## config.mk

```make
export PLATFORM = sky130hd
export DESIGN_NAME = alu_result_collector
export DESIGN_NICKNAME = d
export VERILOG_FILES = /design/src/rtl/alu_result_collector.sv
export SDC_FILE = /design/constraint.sdc
export NUM_CORES = 1
export LEC_CHECK = 0
export BUFFER_PORTS_ARGS = -buffer_cell sky130_fd_sc_hd__buf_4
export CAP_MARGIN = 20
export CELL_PAD_IN_SITES_DETAIL_PLACEMENT = 1
export CELL_PAD_IN_SITES_GLOBAL_PLACEMENT = 1
export CORE_UTILIZATION = 40
export CTS_BUF_LIST = sky130_fd_sc_hd__clkbuf_4
export DETAILED_ROUTE_END_ITERATION = 10
export PLACE_DENSITY = 0.63
export SKIP_CTS_REPAIR_TIMING = 1
export SYNTH_ARGS = -nofsm -noshare
export SYNTH_HDL_FRONTEND = slang
export SYNTH_SLANG_ARGS = --single-unit
```

## constraint.sdc

```tcl
create_clock -name clk -period 2.39 [get_ports clk]
set_clock_uncertainty 0.2 [all_clocks]
set_input_delay 0.1195 -clock clk [delete_from_list [all_inputs] [get_ports clk]]
set_output_delay 0.1195 -clock clk [all_outputs]
set_load 0.02 [all_outputs]
```

## src/rtl/alu_result_collector.sv

```systemverilog
// Reassembles the ALU byte-serial result stream into 32-bit words, classifies
// each word, and buffers it in a first-word-fall-through FIFO for the host.
module alu_result_collector #(
  parameter int DEPTH_LOG2 = 2
) (
  input  logic                  clk,
  input  logic                  rst,
  input  logic [7:0]            alu_out,
  input  logic                  alu_done,
  input  logic                  res_ready,
  output logic                  res_valid,
  output logic [31:0]           res_data,
  output logic [3:0]            res_flags,
  output logic [DEPTH_LOG2:0]   level,
  output logic                  frame_err,
  output logic                  ovf_err,
  input  logic                  clr_err
);

  localparam int DEPTH = 2 ** DEPTH_LOG2;
  localparam int PTR_W = DEPTH_LOG2;
  localparam int LVL_W = DEPTH_LOG2 + 1;

  typedef enum logic [1:0] {IDLE, B1, B2, B3} asm_state_t;

  asm_state_t        state;
  logic [23:0]       asm_buf;
  logic [PTR_W-1:0]  wr_ptr;
  logic [PTR_W-1:0]  rd_ptr;
  logic [31:0]       mem_data  [DEPTH];
  logic [3:0]        mem_flags [DEPTH];

  logic        push;
  logic        pop;
  logic        full;
  logic        accept;
  logic        ovf_event;
  logic        frame_event;
  logic [31:0] word;
  logic [3:0]  word_flags;
  logic [7:0]  word_exp;
  logic [22:0] word_man;

  always_comb begin
    word        = {alu_out, asm_buf};
    word_exp    = word[30:23];
    word_man    = word[22:0];
    word_flags  = '0;
    word_flags[3] = (word_exp == 8'hFF) && (word_man != '0);
    word_flags[2] = (word_exp == 8'hFF) && (word_man == '0);
    word_flags[1] = (word_exp == 8'h00) && (word_man == '0);
    word_flags[0] = word[31];
  end

  // A full FIFO still accepts the push when the head is popped in the same cycle.
  always_comb begin
    push        = (state == B3) && alu_done;
    frame_event = (state != IDLE) && !alu_done;
    full        = (level == LVL_W'(DEPTH));
    pop         = (level != '0) && res_ready;
    accept      = push && (!full || pop);
    ovf_event   = push && full && !pop;
  end

  always_ff @(posedge clk or posedge rst) begin
    if (rst) begin
      state     <= IDLE;
      asm_buf   <= '0;
      wr_ptr    <= '0;
      rd_ptr    <= '0;
      level     <= '0;
      frame_err <= 1'b0;
      ovf_err   <= 1'b0;
    end else begin
      if (alu_done) begin
        case (state)
          IDLE: begin asm_buf[7:0]   <= alu_out; state <= B1; end
          B1:   begin asm_buf[15:8]  <= alu_out; state <= B2; end
          B2:   begin asm_buf[23:16] <= alu_out; state <= B3; end
          default: state <= IDLE;
        endcase
      end else begin
        state <= IDLE;
      end

      if (accept) wr_ptr <= wr_ptr + PTR_W'(1);
      if (pop)    rd_ptr <= rd_ptr + PTR_W'(1);

      if (accept && !pop)      level <= level + LVL_W'(1);
      else if (pop && !accept) level <= level - LVL_W'(1);

      frame_err <= (frame_err && !clr_err) || frame_event;
      ovf_err   <= (ovf_err && !clr_err) || ovf_event;
    end
  end

  always_ff @(posedge clk) begin
    if (accept) begin
      mem_data[wr_ptr]  <= word;
      mem_flags[wr_ptr] <= word_flags;
    end
  end

  // Storage has no reset; gating on valid keeps outputs zero while empty.
  always_comb begin
    res_valid = (level != '0);
    res_data  = res_valid ? mem_data[rd_ptr]  : '0;
    res_flags = res_valid ? mem_flags[rd_ptr] : '0;
  end

endmodule

```

==> results of run 1 <==
power breakdown:
part	internal, uW	switching (uW)
Sequential	3930	487
Clock	946	972
Combinational	2290	1850
sequential cells by signal (all words and copies together), names as in the netlist:
signal / count
asm_buf: 24
wr_ptr: 2
ovf_err: 1
rd_ptr: 2
mem_flags: 16
state: 2
level: 3
mem_data: 124
frame_err: 1
worst reg2reg max path: cells and delay by family, from the launching register on:
kind | cells | cell delay [ns]
buf+inv | 1 | 0.05
flops | 1 | 0.46
fa+ha+maj | 2 | 0.51
simple gates | 3 | 0.62
xor+xnor | 2 | 0.32
stage by stage:
step / instance area, um^2 / power (uW) / util (%) / std cells / TNS [ns]
2_1_floorplan: 6950 / 6660 / - / 343 / 0
3_3_place_gp: 7680 / 7850 / 45.8 / 616 / 0
3_5_place_dp: 7680 / 7970 / 45.8 / 616 / 0
4_1_cts: 8020 / 9890 / 47.8 / 648 / -3.90
5_1_grt: 8440 / 11000 / 50.3 / 671 / -6.97
6_report: 8440 / 10500 / 50.3 / 671 / -3.18
logic make-up after synthesis:
family                     Yosys count
AOI/OAI and AO/OA                    3
and+or+nand+nor                     67
buffers and inverters               21
muxes                               61
DFF                                175
adders and majority gates           10
xor gates and xnor gates             6
layout make-up:
class                           instances  share of cell area (%)
Timing Repair Buffer                   90                    11.0
Clock inverter                         13                    2.31
Tap cell                              220                    3.26
Clock buffer                           19                    1.69
Inverter                                7                   0.311
Sequential cell                       175                    60.3
Multi-Input combinational cell        147                    21.1
cell usage in the layout (no fill, tap or decap), types with 3 or more instances in the layout:
master	count
clkinv_1	3
edfxtp_1	140
buf_12	6
buf_6	24
mux2_2	26
mux4_2	35
bufinv_16	5
nand4_1	3
nand2_1	7
buf_4	42
dlygate4sd3_1	15
nor3_1	3
dfrtp_1	32
and2_1	16
ha_1	8
nor4_1	7
inv_1	7
clkbuf_4	19
clkbuf_16	3
and2_4	20
and2_2	4
xnor2_1	4
worst max-delay path by stage:
stage	start	end	slack, ns	cells after the start
5_1_grt	rd_ptr[0]	res_data[11]	-0.22	4
4_1_cts	rd_ptr[0]	res_flags[3]	-0.23	4
3_3_place_gp	level[0]	level[1]	0.12	6
3_5_place_dp	level[0]	level[1]	0.03	6
2_1_floorplan	level[0]	level[2]	0.009	9
6_report	rd_ptr[0]	res_data[7]	-0.12	4
per-layer routing:
| layer | share of wire, % | wire, um | up-vias |
|---|---|---|---|
| li1 | - | - | 1536 |
| met3 | 2.8 | 400 | 20 |
| met2 | 50 | 7240 | 72 |
| met4 | 1.3 | 195 | 0 |
| met5 | 0 | 0 | - |
| met1 | 46 | 6620 | 1871 |
==> impl_metrics.py, run 1 <==
metrics = {
    "setup_path": {
        "rr_endpoint": "level[2]",
        "path_buf_inv": 2,
        "rr_worst_depth": 8,
        "cp.arrival_ns": 2.19,
        "crit_required_ns": 2.07,
        "r2r-start": "level[1]",
        "critPathMaxStageDelay_ns": 0.60,
        "criticalPathCategory": "reg2out",
        "crit_family": "flip-flops",
        "cp-start-kind": "register",
        "crit_fanout": 8,
        "slowest_stage": "dfrtp_4",
        "worstPathCellList": "clkbuf_16 > mux4_2 > and2_4 > buf_6",
        "endpoint_kind": "output port",
        "rrSetupSlack_ns": 0.15,
    },
    "timing": {
        "min_period_ns": 2.51,
        "setup_viol": 36,
        "rsz0062_at_grt": "true",
        "maxSlewViolCount": 0,
        "holdWs_ns": 0.160,
        "period_share_pct": 105,
        "setup_ws_ns": -0.117,
        "hold_viol": 0,
        "relSlewSlack_pct": 66.8,
        "clock.fmax_mhz": 399,
        "tightest_slew_ns": 0.494,
    },
    "synth": {
        "syn_area_um2": 6940,
        "async_reset_ff_share_pct": 20.0,
        "yosysMostFrequentCell": "edfxtp_1",
        "synth_top_flop_cell": "edfxtp_1",
        "synthAdderAreaFrac_pct": 1.91,
        "syn_avg_cell_area_um2": 20.2,
        "synth_top_area_share_pct": 60.6,
        "yosys_warnings": 0,
        "synth_largest_area_cell": "edfxtp_1",
        "synth_top_family_by_area": "multiplexers",
        "synth_edf_count": 140,
        "muxShareOfSynthArea_pct": 16.0,
        "synth_compound_area_share_pct": 0.415,
        "synth_xor_area_share_pct": 0.757,
        "ys_ff_latch": 175,
        "syn-num-nets": 366,
        "ys_top_cells_by_count": "140 x edfxtp_1, 40 x and2_1, 35 x dfrtp_1, 28 x mux4_2, 26 x mux2_2",
        "yosys.area_share.simple_pct": 5.64,
        "synthCells": 343,
        "ys_types": 28,
        "yosys-top-cells-area": "edfxtp_1 61%, dfrtp_1 13%, mux4_2 9.1%",
        "ys_seq_area_share_pct": 73.2,
    },
    "grt": {
        "grt_max_degree": 38,
        "top_usage_layer": "met2",
        "grt_pass1_wl_um": 21800,
        "grtUsageTotal_pct": 16.9,
        "overflow": 0,
        "grt_pass1_vias": 3781,
        "gr-usage-met3_pct": 3.84,
        "antenna_found_initial": 0,
        "use_met1_pct": 21.9,
        "gr-usage-met2_pct": 27.9,
    },
    "cells_and_area": {
        "nets": 461,
        "drive_above_1_share_pct": 44.1,
        "synthToLayoutAreaGrowth_pct": 21.6,
        "multiInputGateArea_um2": 1780,
        "fillCellCount": 1561,
        "antenna_cells": 0,
        "seq_area_um2": 5090,
    },
    "job": {
        "maxCapViolations": 0,
    },
    "cts": {
        "cts-root-buf": "clkbuf_4",
        "cts_sinks": 175,
        "cts_buffer_depth": 2,
        "cts_buffers": 17,
        "h-tree-depth": 4,
        "cts_tree": "built",
        "clk_pin_slew_worst_paths_ns": 0.15,
        "worstSkewPairLatency_ns": 0.57,
    },
    "floorplanning": {
        "row_count": 47,
        "die_h_um": 134,
        "io_pins": 55,
        "die_area_um2": 17900,
        "core_um2": 16800,
        "start_util_pct": 41.4,
        "die_width_um": 134,
    },
    "routing": {
        "vias": 3499,
        "wirelength_um": 14500,
        "drtAntennaViolNets": 0,
        "drtPass1Iterations": 4,
        "drt-initial-drc-count": 180,
        "viasPerCell": 5.21,
        "drc_errors": 0,
        "wire_per_inst_um": 21.6,
    },
    "outcome": {
        "status": "finished with violations",
        "violations": "negative setup slack",
    },
    "power": {
        "powerDensity_nw_per_um2": 1240,
        "ir_worst_vdd_uv": 571,
        "p_leak_uw": 0.00301,
    },
    "worst_hold_path": {
        "worstHoldStart": "alu_out[5]",
        "hp-class": "in2reg",
        "hold-path-endpoint": "mem_data[2][29]",
        "hold_depth": 2,
    },
    "place": {
        "dp_hpwl_um": 8260,
        "place_congestion": 0.706,
        "place_ws_ns": 0.0285,
        "numPortBuffers": 54,
    },
}
No activity file was read; power rests on OpenSTA's default activity.
==> inputs of run 2 (changes only) <==
Settings changed: CORE_UTILIZATION 40 to 49, PLACE_DENSITY 0.63 to 0.75.
==> impl_metrics.py, run 2 (synthesized netlist as in run 1, its figures left out) <==
metrics = {
    "outcome": {
        "status": "finished with violations",
        "violations": "negative setup slack",
    },
    "timing": {
        "period_share_pct": 103,
        "min_period_ns": 2.46,
        "setup_viol": 35,
        "setup_ws_ns": -0.0695,
        "tightest_slew_ns": 0.498,
        "holdWs_ns": 0.00210,
        "clock.fmax_mhz": 407,
        "maxSlewViolCount": 0,
        "relSlewSlack_pct": 66.5,
        "hold_viol": 0,
        "rsz0062_at_grt": "true",
    },
    "routing": {
        "drt-initial-drc-count": 322,
        "drtAntennaViolNets": 0,
        "viasPerCell": 5.63,
        "vias": 3565,
        "drtPass1Iterations": 5,
        "wirelength_um": 14900,
        "wire_per_inst_um": 23.5,
        "drc_errors": 0,
    },
    "floorplanning": {
        "core_um2": 13800,
        "die_area_um2": 14600,
        "start_util_pct": 50.2,
        "io_pins": 55,
        "die_h_um": 121,
        "row_count": 43,
        "die_width_um": 121,
    },
    "cts": {
        "cts_tree": "built",
        "cts_buffers": 17,
        "cts-root-buf": "clkbuf_4",
        "h-tree-depth": 4,
        "worstSkewPairLatency_ns": 0.58,
        "cts_sinks": 175,
        "cts_buffer_depth": 2,
        "clk_pin_slew_worst_paths_ns": 0.14,
    },
    "power": {
        "p_leak_uw": 0.00305,
        "ir_worst_vdd_uv": 668,
        "total_power_uw": 10700,
        "powerDensity_nw_per_um2": 1270,
    },
    "cells_and_area": {
        "nets": 463,
        "max_flop_register": "mem_data",
        "mostFrequentLayoutCells": "140 x edfxtp_1, 35 x mux4_2, 34 x buf_4, 33 x buf_6",
        "drive_above_1_share_pct": 47.7,
        "synthToLayoutAreaGrowth_pct": 21.2,
        "largestRegisters": "mem_data: 124 flops, asm_buf: 24 flops, mem_flags: 16 flops",
        "layout_commonest_cell": "edfxtp_1",
        "final_core_util_pct": 60.8,
        "antenna_cells": 0,
        "largest_reg_flops": 124,
    },
    "grt": {
        "antenna_found_initial": 0,
        "grt_pass1_wl_um": 20800,
        "grt_max_degree": 38,
        "overflow": 0,
        "grt_pass1_vias": 3607,
        "grtUsageTotal_pct": 20.1,
    },
    "setup_path": {
        "endpoint_kind": "output port",
        "cp-start-kind": "register",
        "criticalPathCategory": "reg2out",
        "crit_family": "multiplexers",
        "startpoint": "rd_ptr[0]",
        "crit_fanout": 5,
        "crit_required_ns": 2.07,
        "r2r-start": "level[0]",
        "worstPathCellList": "buf_8 > clkbuf_16 > mux4_2 > and2_4 > buf_6",
        "cp.arrival_ns": 2.14,
        "slowest_stage": "mux4_2",
        "critPathMaxStageDelay_ns": 0.49,
        "path_buf_inv": 3,
    },
    "place": {
        "place_ws_ns": 0.0588,
        "place_congestion": 0.699,
        "dp_hpwl_um": 8210,
        "numPortBuffers": 54,
    },
    "worst_hold_path": {
        "hp-class": "in2async",
    },
    "job": {
        "maxCapViolations": 0,
    },
}
==> run 2: changes by cell type in the layout (fill, tap and decap cells not counted), moves of 3 or more <==
cell	before	now
buf_8	0	3
and2_1	16	4
buf_6	24	33
and2_4	20	32
clkinv_1	3	0
buf_4	42	34
clkinv_2	2	6
==> run 2: per-stage QoR <==
| stage | cells | cell area, um^2 | setup TNS [ns] |
|---|---|---|---|
| after floorplan | 343 | 6950 | 0 |
| after global placement | 574 | 7600 | 0 |
| after detailed placement | 574 | 7600 | 0 |
| after CTS | 606 | 7900 | -6.57 |
| after global routing | 633 | 8410 | -4.42 |
| final | 633 | 8410 | -1.22 |
==> run 2: path summary, 6_finish.rpt <==
| check | slack, ns | cells past startpoint | endpoint |
|---|---|---|---|
| max in group asynchronous | 1.62 | 4 | asm_buf[8] |
| min in group clk | 0.15 | 2 | mem_flags[2][0] |
| min reg2reg | 0.33 | 1 | ovf_err |
| max | -0.07 | 5 | res_data[31] |
| max reg2reg | 0.04 | 8 | level[2] |
| min | 0.002 | 4 | level[0] |
==> run 2: layout make-up <==
type,count,area [um^2]
well taps,180,225
clock inverters,12,143
fillers,1195,5420
clock buffers,20,150
flip-flops and latches,175,5080
inverters,7,26.3
repair buffers,92,997
multi-input cells,147,1780
==> run 2: tightest hold or removal path: cells and delay by family <==
kind                   cells  cell delay [ns]
buffers and inverters      4             1.12
==> run 2: report_power, final <==
group          internal, uW  switching, uW  total [uW]
Clock                   751            993        1740
Combinational          2530           2010        4540
Sequential             3930            451        4380
Total                  7210           3450       10700
==> run 2: metal layers <==
layer	vias to the layer above	global-route usage [%]	wire length, um
met5	-	0	0
met1	1913	25.6	6140
met4	0	8.02	225
met3	17	4.84	619
li1	1540	-	-
met2	95	33.4	7870
